**src/rtl/resv_issue_sched_pkg.sv**
```systemverilog
// Shared definitions for the pipe0 reservation-station issue scheduler.
//   state_t   : scheduler FSM states (encodings are visible on CDO_PS_state)
//   sel_t     : RS pop-select encodings driven on CDO_PC_s1
//   CLS_*     : uop class codes, taken from the top three uop bits
//   UNUSED_OP : "no candidate" uop code at the default uop width
package resv_issue_sched_pkg;

  typedef enum logic [1:0] {
    ST_INIT  = 2'd0,
    ST_RUN   = 2'd1,
    ST_FLUSH = 2'd2,
    ST_DRAIN = 2'd3
  } state_t;

  typedef enum logic [1:0] {
    SEL_NONE = 2'b00,
    SEL_C0   = 2'b01,
    SEL_C1   = 2'b10
  } sel_t;

  localparam logic [2:0] CLS_OPRM = 3'b001;
  localparam logic [2:0] CLS_MUL  = 3'b100;
  localparam logic [2:0] CLS_DIV  = 3'b101;

  localparam int unsigned W_PD_UOPS_DEF = 6;
  localparam logic [W_PD_UOPS_DEF-1:0] UNUSED_OP = '1;

endpackage

```
**src/rtl/resv_issue_sched_age_arb.sv**
```systemverilog
// Two-way age/starvation arbiter for the reservation-station candidates.
//   clk, rst : clock, synchronous active-high reset
//   e0, e1   : candidate 0 / candidate 1 eligible this cycle
//   odr      : 1 = candidate 1 is older than candidate 0
//   sel      : chosen candidate (SEL_NONE when neither is eligible)
// Each candidate has a saturating counter of consecutive cycles in which it
// was eligible but lost; a candidate whose counter has reached STARVE_LIM
// wins over the older one.
module resv_age_arb
  import resv_issue_sched_pkg::*;
#(
  parameter int unsigned STARVE_LIM = 4,
  parameter int unsigned W_STARVE   = 3
) (
  input  logic clk,
  input  logic rst,
  input  logic e0,
  input  logic e1,
  input  logic odr,
  output sel_t sel
);

  localparam logic [W_STARVE-1:0] LIM = W_STARVE'(STARVE_LIM);

  logic [W_STARVE-1:0] starve0;
  logic [W_STARVE-1:0] starve1;
  logic                hungry0;
  logic                hungry1;

  assign hungry0 = (starve0 == LIM);
  assign hungry1 = (starve1 == LIM);

  always_comb begin
    sel = SEL_NONE;
    if (e0 && e1) begin
      // Starvation overrides age only when exactly one side is starved.
      if (hungry0 && !hungry1) begin
        sel = SEL_C0;
      end else if (hungry1 && !hungry0) begin
        sel = SEL_C1;
      end else begin
        sel = odr ? SEL_C1 : SEL_C0;
      end
    end else if (e0) begin
      sel = SEL_C0;
    end else if (e1) begin
      sel = SEL_C1;
    end
  end

  always_ff @(posedge clk) begin
    if (rst) begin
      starve0 <= '0;
      starve1 <= '0;
    end else begin
      if (e0 && (sel != SEL_C0)) begin
        starve0 <= hungry0 ? starve0 : starve0 + 1'b1;
      end else begin
        starve0 <= '0;
      end
      if (e1 && (sel != SEL_C1)) begin
        starve1 <= hungry1 ? starve1 : starve1 + 1'b1;
      end else begin
        starve1 <= '0;
      end
    end
  end

endmodule

```
**src/rtl/resv_issue_sched.sv**
```systemverilog
// Issue scheduler/controller for the pip0 reservation station.
// Chooses one RS candidate to pop per cycle (pipe0 ALU/MUL/DIV or pipe1
// op-RM), drives the RS controls, back-pressures the decoder, tracks pipe0
// multi-cycle occupancy and sequences flush recovery (clear, then drain).
//   clk, CFI_PC_rst      : clock, synchronous active-high reset
//   CFI_PC_flush         : pipeline flush request
//   DFI_PC_dvalid        : decoder presents an instruction
//   CDI_PD_uops0/1       : pipe0 / pipe1 candidate uops (all-ones = none)
//   CDI_PC_odr           : 1 = candidate 1 older than candidate 0
//   CDI_PC_full          : RS full
//   CDI_PC_eu0/1_rdy     : execution unit ready
//   CDO_PC_s1            : RS pop select (01 cand0, 10 cand1, 00 none)
//   CDO_PC_ena/stall/clear : RS insert enable / stall / clear
//   CFO_PC_dstall        : decoder stall
//   CFO_PC_iss0/1        : issue strobes
//   CDO_PD_busy0         : remaining pipe0 occupancy cycles
//   CDO_PS_state         : FSM state (INIT=0, RUN=1, FLUSH=2, DRAIN=3)
// All control outputs are combinational so the RS pops on the same edge.
module resv_issue_sched
  import resv_issue_sched_pkg::*;
#(
  parameter int unsigned W_PD_UOPS  = 6,
  parameter int unsigned W_PC_SEL   = 2,
  parameter int unsigned W_BUSY     = 4,
  parameter int unsigned LAT_MUL    = 3,
  parameter int unsigned LAT_DIV    = 12,
  parameter int unsigned STARVE_LIM = 4,
  parameter int unsigned W_STARVE   = 3
) (
  input  logic                 clk,
  input  logic                 CFI_PC_rst,
  input  logic                 CFI_PC_flush,
  input  logic                 DFI_PC_dvalid,
  input  logic [W_PD_UOPS-1:0] CDI_PD_uops0,
  input  logic [W_PD_UOPS-1:0] CDI_PD_uops1,
  input  logic                 CDI_PC_odr,
  input  logic                 CDI_PC_full,
  input  logic                 CDI_PC_eu0_rdy,
  input  logic                 CDI_PC_eu1_rdy,
  output logic [W_PC_SEL-1:0]  CDO_PC_s1,
  output logic                 CDO_PC_ena,
  output logic                 CDO_PC_stall,
  output logic                 CDO_PC_clear,
  output logic                 CFO_PC_dstall,
  output logic                 CFO_PC_iss0,
  output logic                 CFO_PC_iss1,
  output logic [W_BUSY-1:0]    CDO_PD_busy0,
  output logic [1:0]           CDO_PS_state
);

  // "No candidate" code sized to this instance's uop width.
  localparam logic [W_PD_UOPS-1:0] NO_OP = '1;

  state_t              state;
  state_t              state_nxt;
  logic [W_BUSY-1:0]   busy0;
  logic                run_ok;
  logic                e0;
  logic                e1;
  sel_t                arb_sel;
  sel_t                pop_sel;
  logic [2:0]          cls0;

  assign cls0   = CDI_PD_uops0[W_PD_UOPS-1 -: 3];
  assign run_ok = (state == ST_RUN) && !CFI_PC_flush;
  assign e0     = run_ok && (CDI_PD_uops0 != NO_OP) && CDI_PC_eu0_rdy && (busy0 == '0);
  assign e1     = run_ok && (CDI_PD_uops1 != NO_OP) && CDI_PC_eu1_rdy;

  resv_age_arb #(
    .STARVE_LIM (STARVE_LIM),
    .W_STARVE   (W_STARVE)
  ) u_age_arb (
    .clk (clk),
    .rst (CFI_PC_rst),
    .e0  (e0),
    .e1  (e1),
    .odr (CDI_PC_odr),
    .sel (arb_sel)
  );

  always_ff @(posedge clk) begin
    if (CFI_PC_rst) begin
      state <= ST_INIT;
    end else begin
      state <= state_nxt;
    end
  end

  always_comb begin
    state_nxt     = state;
    pop_sel       = SEL_NONE;
    CDO_PC_ena    = 1'b0;
    CDO_PC_stall  = 1'b0;
    CDO_PC_clear  = 1'b0;
    CFO_PC_dstall = DFI_PC_dvalid;
    case (state)
      ST_INIT: begin
        CDO_PC_clear  = 1'b1;
        CFO_PC_dstall = 1'b1;
        state_nxt     = ST_RUN;
      end
      ST_RUN: begin
        if (CFI_PC_flush) begin
          state_nxt = ST_FLUSH;
        end else begin
          pop_sel    = arb_sel;
          CDO_PC_ena = DFI_PC_dvalid && !CDI_PC_full;
        end
        CFO_PC_dstall = DFI_PC_dvalid && !CDO_PC_ena;
      end
      ST_FLUSH: begin
        CDO_PC_clear = 1'b1;
        state_nxt    = CFI_PC_flush ? ST_FLUSH : ST_DRAIN;
      end
      ST_DRAIN: begin
        CDO_PC_stall = 1'b1;
        if (CFI_PC_flush) begin
          state_nxt = ST_FLUSH;
        end else if (busy0 == '0) begin
          state_nxt = ST_RUN;
        end
      end
      default: begin
        state_nxt = ST_INIT;
      end
    endcase
  end

  // Occupancy is only ever loaded from an idle pipe0 (e0 needs busy0==0),
  // and a flush lets it run down so DRAIN can wait on it.
  always_ff @(posedge clk) begin
    if (CFI_PC_rst) begin
      busy0 <= '0;
    end else if ((pop_sel == SEL_C0) && (cls0 == CLS_MUL)) begin
      busy0 <= W_BUSY'(LAT_MUL - 1);
    end else if ((pop_sel == SEL_C0) && (cls0 == CLS_DIV)) begin
      busy0 <= W_BUSY'(LAT_DIV - 1);
    end else if (busy0 != '0) begin
      busy0 <= busy0 - 1'b1;
    end
  end

  assign CDO_PC_s1    = W_PC_SEL'(pop_sel);
  assign CFO_PC_iss0  = (pop_sel == SEL_C0);
  assign CFO_PC_iss1  = (pop_sel == SEL_C1);
  assign CDO_PD_busy0 = busy0;
  assign CDO_PS_state = state;

endmodule

```
**config.mk**
```make
export PLATFORM = sky130hd
export DESIGN_NAME = resv_issue_sched
export DESIGN_NICKNAME = d
export VERILOG_FILES = /design/src/rtl/resv_issue_sched_pkg.sv /design/src/rtl/resv_issue_sched_age_arb.sv /design/src/rtl/resv_issue_sched.sv
export SDC_FILE = /design/constraint.sdc
export NUM_CORES = 1
export LEC_CHECK = 0
export ABC_AREA = 1
export ABC_CLOCK_PERIOD_IN_PS = 1500
export BUFFER_PORTS_ARGS = -buffer_cell sky130_fd_sc_hd__buf_4
export CAP_MARGIN = 10
export CORE_MARGIN = 10
export CORE_UTILIZATION = 40
export DETAILED_ROUTE_END_ITERATION = 6
export PLACE_DENSITY = 0.83
export SYNTH_ARGS = -nofsm -noshare
export SYNTH_HDL_FRONTEND = slang
export SYNTH_SLANG_ARGS = --single-unit
```
**constraint.sdc**
```tcl
create_clock -name clk -period 1.5 [get_ports clk]
set_input_delay 0.15 -clock clk [delete_from_list [all_inputs] [get_ports clk]]
set_output_delay 0.15 -clock clk [all_outputs]
set_load 0.05 [all_outputs]
```
==> summary.txt, run 1 <==
Placed design
  – Hpwl dp: 1.95 mm
  – IO Port Bufs: 33
  – GPL Wtd Cong: 0.715
  – # placed instances: 169

Finish
  – Layout Utilization: 87.4%
  – Share of layout cells above drive strength 1: 68.5%
  – Nets@finish: 193
  – Non-filler cells, final: 193
  – ANT cells: 0
  – Area Overhead vs Synth: 101%

STA
  – Finish-stage setup viols: 12
  – Setup tns final: -1.34 ns
  – Maximum clock rate: 552 MHz
  – RSZ-0062 raised after global routing: true
  – Max Slew Vio Count: 0
  – Final Skew: 0.00202 ns
  – Final Hold Fails: 0
  – Final worst slack: -0.312 ns
  – Crit share post-route: 121%
  – Worst-Margin Slew: 0.428 ns
  – Slew headroom: 71.4%
  – Fin crit period: 1.81 ns
  – Hold Slack: 0.0180 ns

Drt
  – Initial drt markers: 38
  – Metal3 WL: 287 µm
  – Vias: 1022
  – TritonRoute pass-1 iters: 4
  – Remaining antenna violation count after routing: 0
  – Drt drc: 0
  – Met2 Wirelength: 1.89 mm
  – Total wire length: 3.49 mm
  – Vias/cell: 5.30
  – DR WL/cell: 18.1 µm
  – DRT met1 WL: 1.16 mm
  – Top Layer Used: met4

Clock network
  – Num CTS Buffers: 3
  – Cts hold-fix bufs: 0
  – Clk slew on worst S/H paths: 0.10 ns
  – Clock Path Buffers: 2
  – H-tree lvl count: 1
  – Root Driver: clkbuf_4
  – Worst skew pair latency: 0.30 ns
  – CTS tree: built
  – CTS Sinks: 12

Synth
  – Mux cell area share after synthesis: 0%
  – Cells after Synth: 108
  – Syn Nets: 132
  – Count leader, synth: nand2_1
  – Combinational family with the most area after synthesis: simple AND/OR/NAND/NOR gates
  – Synth Area in Simple Gates: 32.0%
  – Area share of fa/ha/maj cells after synthesis: 6.53%
  – Most used flip-flop cell after synthesis: dfxtp_1
  – Number of synthesized flops with an enable pin: 0
  – Cell variety after synth: 22
  – Syn_area_per_cell: 7.10 µm²
  – Yosys warns: 0
  – Synthesized flop and latch total: 12
  – Mapped Area: 767 µm²
  – Post-synth top area share: 31.3%
  – Async set or reset register ratio after synthesis: 0%
  – Post-synth top cells: nand2_1, inv_1, a21oi_1
  – XOR/XNOR Fraction of Synth Area: 3.43%
  – Post-synthesis compound-gate area fraction: 17.0%
  – Yosys top cell by area: dfxtp_1
  – Sequential area share after synthesis: 31.3%
  – Synth area leaders: dfxtp_1, nand2_1, inv_1

Critical path
  – Setup crit start kind: register
  – WP data required: 1.35 ns
  – Crit. End Element: primary output
  – Worst-path fanout max: 5
  – Worst-path cell chain: inv_4 > ha_4 > nand2_4 > nand2_4 > nand2_8 > clkinvlp_4 > a21oi_4 > buf_8
  – Crit-path max cell delay: 0.37 ns
  – Critical path arrival: 1.66 ns
  – Crit Path Class: register to primary output
  – Worst path slowest cell: dfxtp_2
  – Critical path's most frequent cell: nand2_4

Power and ir drop
  – Worst VDD drop: 425 µV
  – Leakage Power: 0.688 nW
  – Pwr/cell area: 584 nW/µm²

GRT
  – Global route overflow: 0
  – Largest net degree at the start of global routing: 8
  – Global-route wire length before repair: 4.51 mm
  – Vias in the first global route: 1054
  – Total GRT Usage: 13.4%
  – Initial antenna violation count: 0

Floorplanning
  – Rows: 15
  – Core box area: 1760 µm²
  – Die area: 4070 µm²
  – Die span in x: 63.8 µm
  – Initial Utilization: 43.5%
  – Io pins: 34
  – Die H: 63.8 µm

Job
  – Max Cap Violations: 0

Outcome
  – Status: complete, but fails checks
  – Failing checks: setup timing

Min path
  – Min-delay worst type: input port to register
cell type report:
class | count | area (µm²)
Fill cell | 86 | 221
Tap cell | 25 | 31.3
Timing Repair Buffer | 56 | 458
Multi-Input combinational cell | 76 | 663
Clock buffer | 4 | 36.3
Sequential cell | 12 | 268
Inverter | 20 | 86.3
metal layers:
| layer | vias up | track usage, % |
|---|---|---|
| met2 | 53 | 24.9 |
| met1 | 484 | 12.8 |
| met5 | - | 0 |
| met3 | 17 | 4.70 |
| li1 | 468 | - |
| met4 | 0 | 6.28 |
where the power goes:
group          internal (W)  switching (W)  total (W)
clock network      0.000148       0.000148   0.000296
logic              0.000111       0.000170   0.000281
registers          0.000318     0.00000638   0.000324
total              0.000577       0.000324   0.000902
layout by cell type, fill, tap and decap left out, types with 2 or more instances in the layout:
master	synthesis	final
a211oi_4	0	2
nand2_4	0	4
inv_1	18	9
dfxtp_2	0	4
nor2_1	5	4
ha_4	0	2
dfxtp_1	12	2
nor2_4	2	3
inv_4	0	3
nand3_4	0	3
buf_4	0	47
ha_1	4	2
buf_6	0	8
a21oi_1	13	7
o21ai_0	5	4
a21oi_4	0	2
nand2_1	26	18
xnor2_1	2	2
dfxtp_4	0	6
nor3_4	1	2
inv_2	2	7
clkbuf_4	0	3
nand2_2	2	5
a21oi_2	0	4
nand3_1	3	2
critical path: cells and delay by family (launching register included):
kind                       cells  cell delay, ns
DFF                            1            0.37
buffers and inverters          3            0.37
and+or+nand+nor                3            0.25
AOI/OAI and AO/OA              1            0.19
adders and majority gates      1            0.18
through the flow:
stage                     power [W]  cell area (µm²)  worst slack, ns
final                      0.000902             1540           -0.312
after global routing       0.000921             1540           -0.345
after CTS                  0.000847             1390           -0.193
after detailed placement   0.000554             1200          -0.0270
after global placement     0.000548             1200           0.0173
after floorplan            0.000469              895         0.000249
logic make-up after synthesis:
group           count (synthesis)
simple gates                   47
compound gates                 22
buf+inv                        20
flops                          12
fa+ha+maj                       4
xor+xnor                        3
state kept, by name (all words and copies together) (netlist names):
signal	cells
CDO_PD_busy0	4
CDO_PS_state	2
u_age_arb.starve1	3
u_age_arb.starve0	3
what timing repair did:
action	in CTS	in global routing
endpoints found under the setup margin	5	16
pin swaps	9	11
setup buffers	14	8
gates resized for setup	17	25
final timing paths:
check / slack [ns] / depth (start not counted) / startpoint / endpoint
worst min register to register: 0.55 / 3 / CDO_PD_busy0[0] / CDO_PD_busy0[0]
worst max register to register: -0.05 / 10 / u_age_arb.starve1[0] / u_age_arb.starve0[1]
worst max-delay path: -0.31 / 8 / u_age_arb.starve1[0] / CDO_PC_s1[0]
worst min-delay path: 0.02 / 2 / CFI_PC_rst / CDO_PS_state[1]
Power figures use the tool's default switching activity.
==> run 2: changes to the inputs <==
--- a/config.mk
+++ b/config.mk
@@ -9,10 +9,12 @@
 export ABC_CLOCK_PERIOD_IN_PS = 1500
 export BUFFER_PORTS_ARGS = -buffer_cell sky130_fd_sc_hd__buf_4
 export CAP_MARGIN = 10
+export CELL_PAD_IN_SITES_DETAIL_PLACEMENT = 1
+export CELL_PAD_IN_SITES_GLOBAL_PLACEMENT = 1
 export CORE_MARGIN = 10
-export CORE_UTILIZATION = 40
+export CORE_UTILIZATION = 28
 export DETAILED_ROUTE_END_ITERATION = 6
-export PLACE_DENSITY = 0.83
+export PLACE_DENSITY = 0.85
 export SYNTH_ARGS = -nofsm -noshare
 export SYNTH_HDL_FRONTEND = slang
 export SYNTH_SLANG_ARGS = --single-unit
==> run 2 against run 1 <==
- the flow still finishes with violations (setup timing)
- count of clock-buffer cells in the layout unchanged
- first-iteration DRC count decreased by 45%
- cell count increased by 1.6%
- via count decreased by 6.7%
- non-clock buffer count decreased by 2
- largest cell class unchanged
==> summary.txt, run 2 (synthesis results as in run 1) <==
Drt
  – Remaining antenna violation count after routing: 0
  – TritonRoute pass-1 iters: 4
  – Drt drc: 0
  – DR WL/cell: 17.8 µm
  – Initial drt markers: 21
  – Total wire length: 3.48 mm
  – Vias/cell: 4.87
  – Vias: 954

Placed design
  – Hpwl dp: 2.20 mm
  – Area after DPL: 1210 µm²
  – IO Port Bufs: 33
  – # placed instances: 175
  – GPL Wtd Cong: 0.768
  – Worst slack, placed: -0.0130 ns

STA
  – Crit share post-route: 118%
  – Max Slew Vio Count: 0
  – Worst-Margin Slew: 0.487 ns
  – Final Hold Fails: 0
  – Final Skew: 0.0123 ns
  – Slew headroom: 67.4%
  – Maximum clock rate: 567 MHz
  – Fin crit period: 1.76 ns
  – Finish-stage setup viols: 9
  – RSZ-0062 raised after global routing: true
  – Final worst slack: -0.263 ns

Critical path
  – Crit. End Element: primary output
  – Worst path slowest cell: dfxtp_2
  – WP data required: 1.35 ns
  – Worst-path fanout max: 5
  – Worst-path cell chain: inv_2 > ha_4 > nand2_4 > inv_4 > nand2_4 > nand2_8 > clkinvlp_4 > a21oi_4 > buf_6
  – Setup crit start kind: register
  – CP Buf/Inv Count: 4
  – Crit Path Class: register to primary output
  – Crit-path max cell delay: 0.33 ns
  – Critical path's most frequent cell: nand2_4
  – Flop2flop setup slack: -0.03 ns
  – Critical path arrival: 1.61 ns
  – CP top delay family: buffers and inverters

Finish
  – Nets@finish: 191
  – Max reg flops: 4
  – Non-filler cells, final: 196
  – Area Overhead vs Synth: 95.8%
  – Commonest non-fill, non-tap cells in the layout: buf_4, nand2_1, inv_1, a21oi_1, buf_6
  – ANT cells: 0
  – Post-route cell area: 1500 µm²
  – Share of layout cells above drive strength 1: 66.9%
  – Layout Utilization: 59.0%
  – Commonest non-fill, non-tap cell in the layout: buf_4

GRT
  – Global-route wire length before repair: 4.77 mm
  – GR Util met3: 4.76%
  – Met1 Use GR: 9.91%
  – Global route overflow: 0
  – Vias in the first global route: 1011
  – Met2 GRT Util: 23.5%
  – Initial antenna violation count: 0
  – Gr busiest metal: met2
  – Total GRT Usage: 11.4%
  – Largest net degree at the start of global routing: 8

Clock network
  – Clk slew on worst S/H paths: 0.08 ns
  – CTS tree: built
  – CTS Sinks: 12
  – Root Driver: clkbuf_4
  – H-tree lvl count: 1
  – Num CTS Buffers: 3
  – Clock Path Buffers: 2
  – Worst skew pair latency: 0.28 ns

Floorplanning
  – Die area: 5230 µm²
  – Initial Utilization: 30.1%
  – Die H: 72.3 µm
  – Die span in x: 72.3 µm
  – Rows: 18
  – Io pins: 34
  – Core box area: 2540 µm²

Power and ir drop
  – Net Sw Frac: 34.8%
  – Logic gate share of total power: 33.7%
  – Pwr/cell area: 541 nW/µm²
  – Worst VDD drop: 431 µV
  – Clock Power Share: 26.4%
  – Sw power: 0.000283 W
  – Leakage Power: 0.689 nW
  – Seq pwr share: 39.9%
  – Int Pwr: 0.000529 W

Outcome
  – Failing checks: setup timing
  – Status: complete, but fails checks

Job
  – Max Cap Violations: 0

Min path
  – Min-delay worst type: input port to register
==> run 2: cell types whose count changed in the layout (fill, tap and decap cells not counted), moves of 2 or more <==
cell / delta
nand3_4: -2
inv_2: -2
nand3_2: +3
inv_4: +3
==> run 2: final timing paths <==
| kind | start | to | depth (start not counted) |
|---|---|---|---|
| setup / recovery | u_age_arb.starve0[0] | CDO_PC_s1[0] | 9 |
| hold reg to reg | u_age_arb.starve0[0] | u_age_arb.starve0[0] | 3 |
| setup reg to reg | u_age_arb.starve0[0] | u_age_arb.starve0[1] | 11 |
| hold / removal | CFI_PC_rst | CDO_PS_state[1] | 2 |
==> run 2: timing repair <==
| action | 4_1_cts | 5_1_grt |
|---|---|---|
| pin swaps | 10 | 12 |
| setup buffers | 9 | 9 |
| endpoints found under the setup margin | 5 | 13 |
| hold buffers | 0 | 0 |
| resized for setup | 17 | 22 |
==> run 2: cell type report <==
type                       count  area (µm²)
fill                         321        1040
multi-input combinational     76         644
timing repair buffer          54         432
sequential                    12         268
inverter                      20        93.8
tap                           30        37.5
clock buffer                   4        26.3
==> run 2: layer usage <==
layer	share of wire (%)	wire (µm)
met3	4.5	155
met2	59	2060
met4	1.4	48
met1	35	1210
met5	0	0
==> run 2: stage by stage <==
stage	TNS (ns)	power [W]	hold WS (ns)
4_1_cts	-0.747	0.000786	0.0292
3_5_place_dp	-0.0259	0.000556	0.332
2_1_floorplan	0	0.000469	0.209
5_1_grt	-2.03	0.000859	0.0331
3_3_place_gp	0	0.000550	0.322
6_report	-1.02	0.000812	0.0391
==> run 2: power groups by stage <==
stage / sequential [W] / combinational, W / clock, W
6_report: 0.000324 / 0.000274 / 0.000214
5_1_grt: 0.000325 / 0.000293 / 0.000241
4_1_cts: 0.000324 / 0.000240 / 0.000221
3_5_place_dp: 0.000335 / 0.000221 / 0
3_3_place_gp: 0.000334 / 0.000216 / 0
2_1_floorplan: 0.000353 / 0.000116 / 0
